$ cat src/rtl/player_pkg.sv
// Shared encodings for the fighter controller: state codes, hit_flag and
// atk_active values, and the phase-length helper used by the timers.
package player_pkg;

   typedef enum logic [3:0] {
      ST_IDLE      = 4'd0,
      ST_FWD       = 4'd1,
      ST_BACK      = 4'd2,
      ST_B_START   = 4'd3,
      ST_B_ACT     = 4'd4,
      ST_B_REC     = 4'd5,
      ST_D_START   = 4'd6,
      ST_D_ACT     = 4'd7,
      ST_D_REC     = 4'd8,
      ST_HITSTUN   = 4'd9,
      ST_BLOCKSTUN = 4'd10,
      ST_KO        = 4'd11
   } state_e;

   localparam logic [1:0] HIT_NONE  = 2'b00;
   localparam logic [1:0] HIT_BASIC = 2'b01;
   localparam logic [1:0] HIT_DIR   = 2'b10;

   localparam logic [1:0] ATK_NONE  = 2'b00;
   localparam logic [1:0] ATK_BASIC = 2'b01;
   localparam logic [1:0] ATK_DIR   = 2'b10;

   // A zero-length phase would never expire, so it is stretched to one frame.
   function automatic int unsigned phase_len(input int unsigned n);
      return (n == 0) ? 32'd1 : n;
   endfunction

endpackage

$ cat src/rtl/frame_timer.sv
// Frame-based phase down-counter: loads on a tick, otherwise counts down on
// each tick and flags the tick on which the count is 1.
module frame_timer #(
   parameter int TMR_W = 6
) (
   input  logic             clk,
   input  logic             rst_n,
   input  logic             tick_i,
   input  logic             load_i,
   input  logic [TMR_W-1:0] value_i,
   output logic             expire_o
);

   logic [TMR_W-1:0] count_q, count_d;

   always_comb begin
      count_d = count_q;
      if (tick_i) begin
         if (load_i) begin
            count_d = value_i;
         end else if (count_q != '0) begin
            count_d = count_q - 1'b1;
         end
      end
   end

   always_ff @(posedge clk or negedge rst_n) begin
      if (!rst_n) begin
         count_q <= '0;
      end else begin
         count_q <= count_d;
      end
   end

   assign expire_o = tick_i && (count_q == TMR_W'(1));

endmodule

$ cat src/rtl/player_fsm_v2.sv
// One player's fighter controller: movement, basic/directional attacks,
// hit and block stun, health and KO, all advancing on frame_tick only.
module player_fsm_v2
   import player_pkg::*;
#(
   parameter int unsigned SIDE      = 0,
   parameter int unsigned X_START   = 100,
   parameter int unsigned Y_POS     = 170,
   parameter int unsigned X_MIN     = 5,
   parameter int unsigned X_MAX     = 495,
   parameter int unsigned SPD_FWD   = 3,
   parameter int unsigned SPD_BACK  = 2,
   parameter int unsigned KNOCKBACK = 1,
   parameter int unsigned B_STARTUP = 5,
   parameter int unsigned B_ACTIVE  = 2,
   parameter int unsigned B_RECOVER = 16,
   parameter int unsigned D_STARTUP = 5,
   parameter int unsigned D_ACTIVE  = 2,
   parameter int unsigned D_RECOVER = 16,
   parameter int unsigned HSTUN_B   = 15,
   parameter int unsigned HSTUN_D   = 14,
   parameter int unsigned BSTUN_B   = 13,
   parameter int unsigned BSTUN_D   = 12,
   parameter int unsigned HP_MAX    = 100,
   parameter int unsigned DMG_B     = 8,
   parameter int unsigned DMG_D     = 12,
   parameter int          HP_W      = 7,
   parameter int          TMR_W     = 6
) (
   input  logic            clk,
   input  logic            rst_n,
   input  logic            frame_tick,
   input  logic            left,
   input  logic            right,
   input  logic            attack,
   input  logic [1:0]      hit_flag,
   output logic [9:0]      posx,
   output logic [9:0]      posy,
   output logic [3:0]      state,
   output logic [HP_W-1:0] health,
   output logic            ko,
   output logic [1:0]      atk_active
);

   localparam logic [TMR_W-1:0] L_BS = TMR_W'(phase_len(B_STARTUP));
   localparam logic [TMR_W-1:0] L_BA = TMR_W'(phase_len(B_ACTIVE));
   localparam logic [TMR_W-1:0] L_BR = TMR_W'(phase_len(B_RECOVER));
   localparam logic [TMR_W-1:0] L_DS = TMR_W'(phase_len(D_STARTUP));
   localparam logic [TMR_W-1:0] L_DA = TMR_W'(phase_len(D_ACTIVE));
   localparam logic [TMR_W-1:0] L_DR = TMR_W'(phase_len(D_RECOVER));
   localparam logic [TMR_W-1:0] L_HB = TMR_W'(phase_len(HSTUN_B));
   localparam logic [TMR_W-1:0] L_HD = TMR_W'(phase_len(HSTUN_D));
   localparam logic [TMR_W-1:0] L_KB = TMR_W'(phase_len(BSTUN_B));
   localparam logic [TMR_W-1:0] L_KD = TMR_W'(phase_len(BSTUN_D));

   localparam logic [HP_W-1:0] HP_INIT = HP_W'(HP_MAX);
   localparam logic [HP_W-1:0] DMG_BV  = HP_W'(DMG_B);
   localparam logic [HP_W-1:0] DMG_DV  = HP_W'(DMG_D);

   localparam logic [10:0] XMIN11 = 11'(X_MIN);
   localparam logic [10:0] XMAX11 = 11'(X_MAX);
   localparam logic [10:0] STEP_F = 11'(SPD_FWD);
   localparam logic [10:0] STEP_B = 11'(SPD_BACK);
   localparam logic [10:0] STEP_K = 11'(KNOCKBACK);
   localparam logic        FWD_IS_NEG = (SIDE != 0);

   state_e          state_q, state_d, decode_st;
   logic [9:0]      posx_q, posx_d;
   logic [HP_W-1:0] health_q, health_d, dmg;
   logic            ko_q, ko_d;
   logic            hit_valid, hit_basic, hit_reload, atk_basic;
   logic            fwd_key, back_key;
   logic            tmr_load, tmr_expire;
   logic [TMR_W-1:0] tmr_val;
   logic            mv_en, mv_neg;
   logic [10:0]     step, pos_ext, pos_sum, pos_clamp;

   assign hit_valid = (hit_flag == HIT_BASIC) || (hit_flag == HIT_DIR);
   assign hit_basic = (hit_flag == HIT_BASIC);
   assign dmg       = hit_basic ? DMG_BV : DMG_DV;
   assign fwd_key   = (SIDE != 0) ? left  : right;
   assign back_key  = (SIDE != 0) ? right : left;

   // Attack flavour depends on where the decode happens, not on the direction keys.
   assign atk_basic = (state_q == ST_IDLE)    || (state_q == ST_HITSTUN) ||
                      (state_q == ST_BLOCKSTUN) || (state_q == ST_B_REC);

   always_comb begin
      decode_st = ST_IDLE;
      if (attack) begin
         decode_st = atk_basic ? ST_B_START : ST_D_START;
      end else if (left && right) begin
         decode_st = ST_BACK;
      end else if (fwd_key) begin
         decode_st = ST_FWD;
      end else if (back_key) begin
         decode_st = ST_BACK;
      end
   end

   always_comb begin
      state_d    = state_q;
      health_d   = health_q;
      ko_d       = ko_q;
      hit_reload = 1'b0;
      if (frame_tick && !ko_q) begin
         if (hit_valid) begin
            if ((state_q == ST_BACK) || (state_q == ST_BLOCKSTUN)) begin
               state_d    = ST_BLOCKSTUN;
               hit_reload = 1'b1;
            end else begin
               health_d = (health_q > dmg) ? (health_q - dmg) : '0;
               if (health_d == '0) begin
                  state_d = ST_KO;
                  ko_d    = 1'b1;
               end else begin
                  state_d    = ST_HITSTUN;
                  hit_reload = 1'b1;
               end
            end
         end else begin
            case (state_q)
               ST_IDLE, ST_FWD, ST_BACK: state_d = decode_st;
               ST_B_START: if (tmr_expire) state_d = ST_B_ACT;
               ST_B_ACT:   if (tmr_expire) state_d = ST_B_REC;
               ST_D_START: if (tmr_expire) state_d = ST_D_ACT;
               ST_D_ACT:   if (tmr_expire) state_d = ST_D_REC;
               ST_B_REC, ST_D_REC, ST_HITSTUN, ST_BLOCKSTUN:
                  if (tmr_expire) state_d = decode_st;
               default: state_d = state_q;
            endcase
         end
      end
   end

   // Untimed states load 0 so the counter idles there instead of free-running.
   always_comb begin
      tmr_load = hit_reload || (state_d != state_q);
      case (state_d)
         ST_B_START:   tmr_val = L_BS;
         ST_B_ACT:     tmr_val = L_BA;
         ST_B_REC:     tmr_val = L_BR;
         ST_D_START:   tmr_val = L_DS;
         ST_D_ACT:     tmr_val = L_DA;
         ST_D_REC:     tmr_val = L_DR;
         ST_HITSTUN:   tmr_val = hit_basic ? L_HB : L_HD;
         ST_BLOCKSTUN: tmr_val = hit_basic ? L_KB : L_KD;
         default:      tmr_val = '0;
      endcase
   end

   frame_timer #(
      .TMR_W (TMR_W)
   ) u_timer (
      .clk      (clk),
      .rst_n    (rst_n),
      .tick_i   (frame_tick),
      .load_i   (tmr_load),
      .value_i  (tmr_val),
      .expire_o (tmr_expire)
   );

   always_comb begin
      mv_en  = 1'b0;
      mv_neg = 1'b0;
      step   = '0;
      case (state_d)
         ST_FWD: begin
            mv_en  = 1'b1;
            mv_neg = FWD_IS_NEG;
            step   = STEP_F;
         end
         ST_BACK: begin
            mv_en  = 1'b1;
            mv_neg = !FWD_IS_NEG;
            step   = STEP_B;
         end
         ST_HITSTUN: begin
            mv_en  = 1'b1;
            mv_neg = !FWD_IS_NEG;
            step   = STEP_K;
         end
         default: mv_en = 1'b0;
      endcase
   end

   // Underflow is caught before subtracting so the 11-bit result never wraps.
   always_comb begin
      pos_ext = {1'b0, posx_q};
      if (mv_neg) begin
         pos_sum = (pos_ext > step) ? (pos_ext - step) : '0;
      end else begin
         pos_sum = pos_ext + step;
      end
      if (pos_sum < XMIN11) begin
         pos_clamp = XMIN11;
      end else if (pos_sum > XMAX11) begin
         pos_clamp = XMAX11;
      end else begin
         pos_clamp = pos_sum;
      end
      posx_d = posx_q;
      if (frame_tick && mv_en) begin
         posx_d = pos_clamp[9:0];
      end
   end

   always_ff @(posedge clk or negedge rst_n) begin
      if (!rst_n) begin
         state_q  <= ST_IDLE;
         posx_q   <= 10'(X_START);
         health_q <= HP_INIT;
         ko_q     <= 1'b0;
      end else begin
         state_q  <= state_d;
         posx_q   <= posx_d;
         health_q <= health_d;
         ko_q     <= ko_d;
      end
   end

   assign posx   = posx_q;
   assign posy   = 10'(Y_POS);
   assign state  = state_q;
   assign health = health_q;
   assign ko     = ko_q;

   always_comb begin
      case (state_q)
         ST_B_ACT: atk_active = ATK_BASIC;
         ST_D_ACT: atk_active = ATK_DIR;
         default:  atk_active = ATK_NONE;
      endcase
   end

endmodule

$ cat config.mk
export PLATFORM = sky130hd
export DESIGN_NAME = player_fsm_v2
export DESIGN_NICKNAME = d
export VERILOG_FILES = /design/src/rtl/player_pkg.sv /design/src/rtl/frame_timer.sv /design/src/rtl/player_fsm_v2.sv
export SDC_FILE = /design/constraint.sdc
export NUM_CORES = 1
export LEC_CHECK = 0
export BUFFER_PORTS_ARGS = -buffer_cell sky130_fd_sc_hd__buf_2
export CORE_AREA = 2 2 74 76
export CTS_CLUSTER_DIAMETER = 60
export DETAILED_ROUTE_END_ITERATION = 8
export DIE_AREA = 0 0 76 78
export PLACE_DENSITY = 0.79
export SYNTH_ARGS = -nofsm -noshare
export SYNTH_HDL_FRONTEND = slang
export SYNTH_SLANG_ARGS = --single-unit
$ cat constraint.sdc
create_clock -name clk -period 6.9 [get_ports clk]
set_clock_uncertainty 0.05 [all_clocks]
set_input_delay 0.345 -clock clk [delete_from_list [all_inputs] [get_ports clk]]
set_output_delay 0.345 -clock clk [all_outputs]
set_load 0.005 [all_outputs]
==> results by group, run 1 <==
Status
  • Status: completed

Cells and area
  • Area Overhead vs Synth: 5.58%
  • Final core occ: 60.5%
  • Nets: 398
  • Layout fillers: 460
  • # diodes: 0
  • Share of cells above drive strength 1: between 10% and 20%

Timing
  • Fmax: approximately 0.18 GHz
  • Final hold violations: 0
  • Final worst path period need: approximately 5.4 ns
  • Final period util: between 70% and 80%
  • Slew @ Worst Pin: 1.17 ns
  • Fin worst setup slack: 1.49 ns
  • RSZ-0062 raised after global routing: false
  • Setup tns final: 0 ns
  • Slew Limit Fails: 0
  • Slew headroom: between 20% and 30%
  • Final Setup Violations: 0

Setup path
  • CP Max Fanout: 14
  • Reg2Reg Depth: 20
  • CP Capture Point: posx[1]
  • Worst path bufs/invs: 2
  • Critical Path AT: between 5 and 6 ns
  • Max stage delay cell, worst path: dfstp_2
  • R2r startpoint: health[2]
  • CP required: about 7.0 ns
  • Max stage delay on crit path: 0.55 ns
  • Levels on crit path: 20
  • CP delay by family, top: compound AO/OA/AOI/OAI gates
  • CP cell instances: inv_1 > ha_1 > or3b_1 > a2111o_1 > o211a_2 > a32oi_2 > a21boi_2 > xnor2_1 > nand2_1 > ha_1 > a21oi_1 > nand2_1 > a211oi_1 > buf_4 > nor3_1 > nor3_1 > a211oi_2 > a2111oi_1 > and3_1 > a311oi_1
  • Kind of critical path: reg -> reg
  • CP Capture Type: flip-flop
  • Reg2Reg Setup Slack: 1.49 ns
  • Critical Path Source Type: flip-flop
  • Reg2reg end: posx[1]
  • Setup crit start: health[2]

Placement
  • GPL Wtd Cong: just over 0.9
  • Port Buffer Count: 31
  • DP HPWL: 5100 um
  • Place WS: approximately 1.4 ns

Power
  • Leakage Power: 1.33 nW
  • Net Sw Frac: between 50% and 60%
  • Pwr Density: around 450 nW/um^2
  • Int Pwr: 676 uW
  • Reg power frac: 26.0%
  • Power share of the combinational group: 66.5%
  • Clock network power share: 7.5%
  • Switching power: 711 uW
  • Worst VDD drop: 302 uV

Yosys
  • Library cells used by synthesis: 73
  • Largest cells by area after synthesis: dfrtp_1 (19%), dfstp_2 (5.5%), mux2i_1 (5.2%), ha_1 (4.3%), nor2_1 (4.3%)
  • Top-count cell post-synth: nor2_1
  • Top_reg_cell synth: dfrtp_1
  • Syn avg cell area: 7.92 um^2
  • Synth area leader: dfrtp_1
  • Ys Warns: 0
  • Share of the synthesized area in the top cell type: 19.0%
  • #FFs+latches synth: 28
  • Number of synthesized flops with an enable pin: 0
  • Synth Cell Area: 2890 um^2
  • Async SR Flop Fraction: 100%
  • Register area share after synthesis: 24.5%
  • Commonest cells post-synth: nor2_1 (33), nand2_1 (29), dfrtp_1 (22), o21ai_0 (22), inv_1 (20)
  • Synth Instances: 365

CTS
  • CTS H-tree lvls: 1
  • Clock Sinks: 28
  • Postcts setup bufs: 0
  • Clock slew at reported path FFs: 0.10 ns
  • TritonCTS Buffers: 3
  • CTS max path bufs: 2
  • Worst skew pair latency: 0.28 ns
  • Hold buffers post-CTS: 0
  • Root buffer cell: clkbuf_8
  • CTS tree: done
  • PostCTS Resize Cnt: 0

Drt
  • Drt wl/cell: 15.4 um
  • Iteration-0 DRC count of the detailed router: roughly 170
  • Drt total wl: between 6000 and 7000 um
  • Drt via density: around 6
  • Via Count: 2729
  • First-pass iteration count of the detailed router: 4
  • DRC: 0
  • Post-DRT Antenna Nets: 0

GRT
  • Initial antenna violation count: 0
  • Via count of the first global-routing pass: about 2600
  • Total global routing overflow: 0
  • Largest net degree at the start of global routing: 29
  • Global-route wire length before repair: about 12000 um
  • Aggregate global-route resource usage: 24.1%

Floorplan
  • Die X-Extent: 76 um
  • Site Rows: 26
  • Ports: between 40 and 50
  • Core area: 5040 um^2
  • Initial core utilization: 57.3%
  • Die Height: 78 um
  • Die footprint: between 5000 and 6000 um^2

Flow run
  • Max cap viols: 0

Hold path
  • Hold WC Path Type: in -> async
## per-layer routing
layer  global-route usage (%)  share of wire, %  vias up  wire length [um]
met2                     42.1                50       84              3420
li1                         -                 -     1336                 -
met3                     2.33               4.5        9               313
met4                     8.18               1.3        0                93
met1                     31.5                45     1300              3080
met5                        0                 0        -                 0
## cells in the final DEF, fill, tap and decap left out, types with 4 or more instances in the layout
| master | n |
|---|---|
| nor3_1 | 15 |
| nor2_1 | 33 |
| and3_1 | 4 |
| nor2b_1 | 11 |
| inv_1 | 20 |
| or3_1 | 6 |
| o21a_1 | 4 |
| a211oi_1 | 4 |
| nand3_1 | 14 |
| a21boi_0 | 4 |
| a31oi_1 | 4 |
| a21oi_1 | 16 |
| a21o_1 | 4 |
| a22oi_1 | 4 |
| buf_2 | 31 |
| a22o_1 | 4 |
| dfstp_2 | 6 |
| nand2b_1 | 7 |
| ha_1 | 10 |
| o211ai_1 | 7 |
| clkbuf_8 | 4 |
| dfrtp_1 | 22 |
| nand2_1 | 29 |
| conb_1 | 10 |
| mux2i_1 | 15 |
| o21ai_0 | 22 |
## power by group through the flow
stage / clock [mW] / sequential [mW] / combinational, mW
3_5_place_dp: 0 / 0.361 / 0.910
5_1_grt: 0.114 / 0.377 / 1.04
3_3_place_gp: 0 / 0.355 / 0.888
4_1_cts: 0.106 / 0.358 / 0.915
2_1_floorplan: 0 / 0.298 / 0.767
6_report: 0.104 / 0.360 / 0.923
## worst min path at each step
stage | start | end | slack [ns] | cells past startpoint
after global routing | rst_n | posx[8] | 0.07 | 1
after floorplan | rst_n | health[0] | -0.0006 | 0
after global placement | rst_n | posx[7] | 0.36 | 1
final | rst_n | posx[8] | 0.03 | 1
after CTS | rst_n | posx[7] | 0.06 | 1
after detailed placement | rst_n | posx[7] | 0.36 | 1
## state kept, by name, indices dropped and copies added, names as in the netlist
name	count
ko	1
state	4
u_timer.count_q	6
health	7
posx	10
## cell families (layout without fill, tap and decap cells)
| logic type | Yosys count | after routing | synth area share, % |
|---|---|---|---|
| DFF | 28 | 28 | 24.5 |
| and+or+nand+nor | 144 | 144 | 26.4 |
| xor gates and xnor gates | 3 | 3 | 0.909 |
| muxes | 19 | 19 | 6.88 |
| other | 2 | 10 | 0.260 |
| buffers and inverters | 53 | 57 | 8.74 |
| adders and majority gates | 12 | 12 | 5.71 |
| AOI/OAI and AO/OA | 104 | 104 | 26.7 |
## cell type report
| type | instances | area [um^2] | share of cell area (%) |
|---|---|---|---|
| clock buffer | 4 | 55.1 | 1.80 |
| inverter | 21 | 78.8 | 2.58 |
| multi-input combinational | 292 | 1960 | 64.2 |
| sequential | 28 | 708 | 23.2 |
| tap | 70 | 87.6 | 2.87 |
| timing repair buffer | 32 | 163 | 5.33 |
## stage by stage
| step | area, um^2 | total power [mW] | hold slack [ns] | std cells |
|---|---|---|---|---|
| after detailed placement | 3000 | 1.27 | 0.364 | 443 |
| after floorplan | 2920 | 1.06 | -0.000591 | 373 |
| final | 3050 | 1.39 | 0.0275 | 447 |
| after CTS | 3050 | 1.38 | 0.0574 | 447 |
| after global placement | 3000 | 1.24 | 0.363 | 443 |
| after global routing | 3050 | 1.54 | 0.0739 | 447 |
Power figures use the tool's default switching activity.
==> run 2: changes to the inputs <==
==> constraint.sdc (replaced) <==
create_clock -name clk -period 5.1 [get_ports clk]
set_clock_uncertainty 0.05 [all_clocks]
set_input_delay 0.255 -clock clk [delete_from_list [all_inputs] [get_ports clk]]
set_output_delay 0.255 -clock clk [all_outputs]
set_load 0.005 [all_outputs]
==> results by group, run 2 (same netlist as run 1, synthesis figures left out) <==
Drt
  • WL met2: 3810 um (was 3420 um)
  • Met3 Wirelength: 326 um (was 313 um)
  • Via Count: 2921 (was 2729)
  • Post-DRT Antenna Nets: 0 (unchanged)
  • Iteration-0 DRC count of the detailed router: 193 (was 171)
  • Drt wl/cell: 15.9 um (was 15.4 um)
  • DRC: 0 (unchanged)
  • Drt total wl: 7500 um (was 6910 um)
  • M1 wire length: 3230 um (was 3080 um)
  • Drt via density: 6.21 (was 6.11)
  • First-pass iteration count of the detailed router: 6 (was 4)
  • Max Used Layer: met4 (unchanged)

Placement
  • Port Buffer Count: 31 (unchanged)
  • Placed standard-cell area: 3130 um^2 (was 3000 um^2)
  • GPL Wtd Cong: 0.906 (was 0.917)
  • DP HPWL: 5430 um (was 5100 um)

Setup path
  • R2r startpoint: health[2] (unchanged)
  • Reg2Reg Depth: 20 (unchanged)
  • Reg2Reg Setup Slack: 0.21 ns (was 1.49 ns)
  • Max stage delay on crit path: 0.56 ns (was 0.55 ns)
  • Critical Path AT: 5.02 ns (was 5.50 ns)
  • CP Capture Type: flip-flop (unchanged)
  • Max stage delay cell, worst path: dfstp_2 (unchanged)
  • Kind of critical path: reg -> reg (unchanged)
  • CP cell instances: inv_1 > ha_1 > or3b_4 > or4_1 > o211a_2 > a32oi_2 > a21boi_2 > xnor2_2 > nand2_2 > ha_4 > a21oi_2 > nand2_2 > a211oi_4 > nand2b_4 > a31oi_1 > mux2i_1 > o32ai_2 > and4_4 > a21o_1 > o32a_1 (was inv_1 > ha_1 > or3b_1 > a2111o_1 > o211a_2 > a32oi_2 > a21boi_2 > xnor2_1 > nand2_1 > ha_1 > a21oi_1 > nand2_1 > a211oi_1 > buf_4 > nor3_1 > nor3_1 > a211oi_2 > a2111oi_1 > and3_1 > a311oi_1)
  • CP Max Fanout: 4 (was 14)
  • Reg2reg end: posx[3] (was posx[1])
  • Critical Path Source Type: flip-flop (unchanged)
  • CP required: 5.22 ns (was 6.99 ns)
  • Worst path most repeated cell: nand2_2

Cells and area
  • Max reg flops: 10 (unchanged)
  • Final core occ: 66.3% (was 60.5%)
  • Nets: 421 (was 398)
  • Area Overhead vs Synth: 15.5% (was 5.58%)
  • Share of cells above drive strength 1: 24.5% (was 15.6%)
  • Final Cell Area: 3340 um^2 (was 3050 um^2)
  • Layout fillers: 418 (was 460)
  • Commonest non-fill, non-tap cells in the layout: nor2_1 (33), buf_2 (31), nand2_1 (27) (was nor2_1 (33), buf_2 (31), nand2_1 (29))
  • Most common cell after layout, fill and taps aside: nor2_1 (unchanged)
  • # diodes: 0 (unchanged)

CTS
  • CTS tree: done (unchanged)
  • CTS H-tree lvls: 1 (unchanged)
  • Clock Sinks: 28 (unchanged)
  • Worst skew pair latency: 0.29 ns (was 0.28 ns)
  • TritonCTS Buffers: 3 (unchanged)
  • Clock slew at reported path FFs: 0.10 ns (about the same)
  • CTS max path bufs: 2 (unchanged)
  • Root buffer cell: clkbuf_8 (unchanged)

Hold path
  • Hold Crit Depth: 2
  • Hold WC Path Type: in -> reg (was in -> async)
  • HP Start: frame_tick
  • Hold endpoint: u_timer.count_q[4]

Timing
  • Final worst path period need: 4.89 ns (was 5.41 ns)
  • Fmax: 0.204 GHz (was 0.185 GHz)
  • Slew Limit Fails: 0 (unchanged)
  • Final hold violations: 0 (unchanged)
  • Slew @ Worst Pin: 1.17 ns (about the same)
  • Final Setup Violations: 0 (unchanged)
  • Final period util: 96.0% (was 78.5%)
  • Slew headroom: 21.1% (was 21.3%)

GRT
  • Via count of the first global-routing pass: 2694 (was 2617)
  • Aggregate global-route resource usage: 25.2% (was 24.1%)
  • Initial antenna violation count: 0 (unchanged)
  • Total global routing overflow: 0 (unchanged)
  • Largest net degree at the start of global routing: 29 (unchanged)
  • Global-route wire length before repair: 12500 um (was 12000 um)

Power
  • Total Power: 2.16 mW (was 1.39 mW)
  • Pwr Density: 646 nW/um^2 (was 454 nW/um^2)
  • Leakage Power: 1.45 nW (was 1.33 nW)
  • Worst VDD drop: 417 uV (was 302 uV)

Flow run
  • Max cap viols: 0 (unchanged)

Floorplan
  • Core area: 5040 um^2 (unchanged)
  • Initial core utilization: 57.3% (unchanged)
  • Die Height: 78 um (unchanged)
  • Die X-Extent: 76 um (unchanged)
  • Ports: 42 (unchanged)
  • Die footprint: 5930 um^2 (unchanged)
  • Site Rows: 26 (unchanged)

Status
  • Status: completed (unchanged)
run 2: changes by cell type in the layout (fill, tap and decap cells not counted), moves of 2 or more:
cell,previous run,this run
fa_1,2,0
nand2_1,29,27
nand2_2,0,2
buf_4,1,23
fa_2,0,2
run 2: what timing repair did:
item / CTS / global route
cloned: 0 / 0
hold buffers: 1 / 0
setup endpoints to repair: 1 / 6
setup buffers: 0 / 5
resized for setup: 1 / 19
endpoints found under the hold margin: 22 / 0
pin swaps: 0 / 10
run 2: stage by stage:
step | TNS, ns | std cells | hold WS [ns] | worst slack (ns)
3_3_place_gp | 0 | 460 | 0.263 | 0.0257
5_1_grt | -0.0667 | 470 | 0.321 | -0.0295
3_5_place_dp | -0.0465 | 460 | 0.277 | -0.0271
2_1_floorplan | 0 | 373 | -0.0906 | 0.0638
6_report | 0 | 470 | 0.292 | 0.205
4_1_cts | 0 | 465 | 0.293 | 0.0338
run 2: worst max path at each step:
stage | start | endpoint | slack [ns] | cells after the start
6_report | health[2] | posx[3] | 0.21 | 20
5_1_grt | health[2] | posx[3] | -0.03 | 20
2_1_floorplan | health[2] | posx[3] | 0.06 | 21
4_1_cts | health[2] | posx[1] | 0.03 | 19
3_5_place_dp | hit_flag[1] | posx[1] | -0.03 | 22
3_3_place_gp | hit_flag[1] | posx[4] | 0.03 | 22
run 2: critical path, delay by kind of cell, from the launching register on:
family,cells,cell delay (ns)
xor+xnor,1,0.20
flops,1,0.56
fa+ha+maj,2,0.52
buf+inv,1,0.05
compound gates,9,1.80
simple gates,6,1.40
mux,1,0.19
run 2: layout make-up:
cell class                 instances  area, um^2  share of cell area, %
multi-input combinational        292        2050                   61.5
inverter                          21        81.3                   2.43
clock buffer                       3        41.3                   1.24
clock inverter                     1        30.0                  0.899
timing repair buffer              55         338                   10.1
sequential                        28         708                   21.2
tap                               70        87.6                   2.62
run 2: routing by layer:
| layer | up-vias | track usage [%] |
|---|---|---|
| met3 | 17 | 2.09 |
| met2 | 107 | 45.4 |
| met5 | - | 0 |
| met1 | 1400 | 32.2 |
| li1 | 1397 | - |
| met4 | 0 | 7.45 |
run 2: power by group:
part	total, mW	internal, mW	leakage, nW	switching [mW]
registers	0.462	0.320	0.329	0.142
clock network	0.180	0.105	0.0357	0.0750
logic	1.52	0.670	1.09	0.845
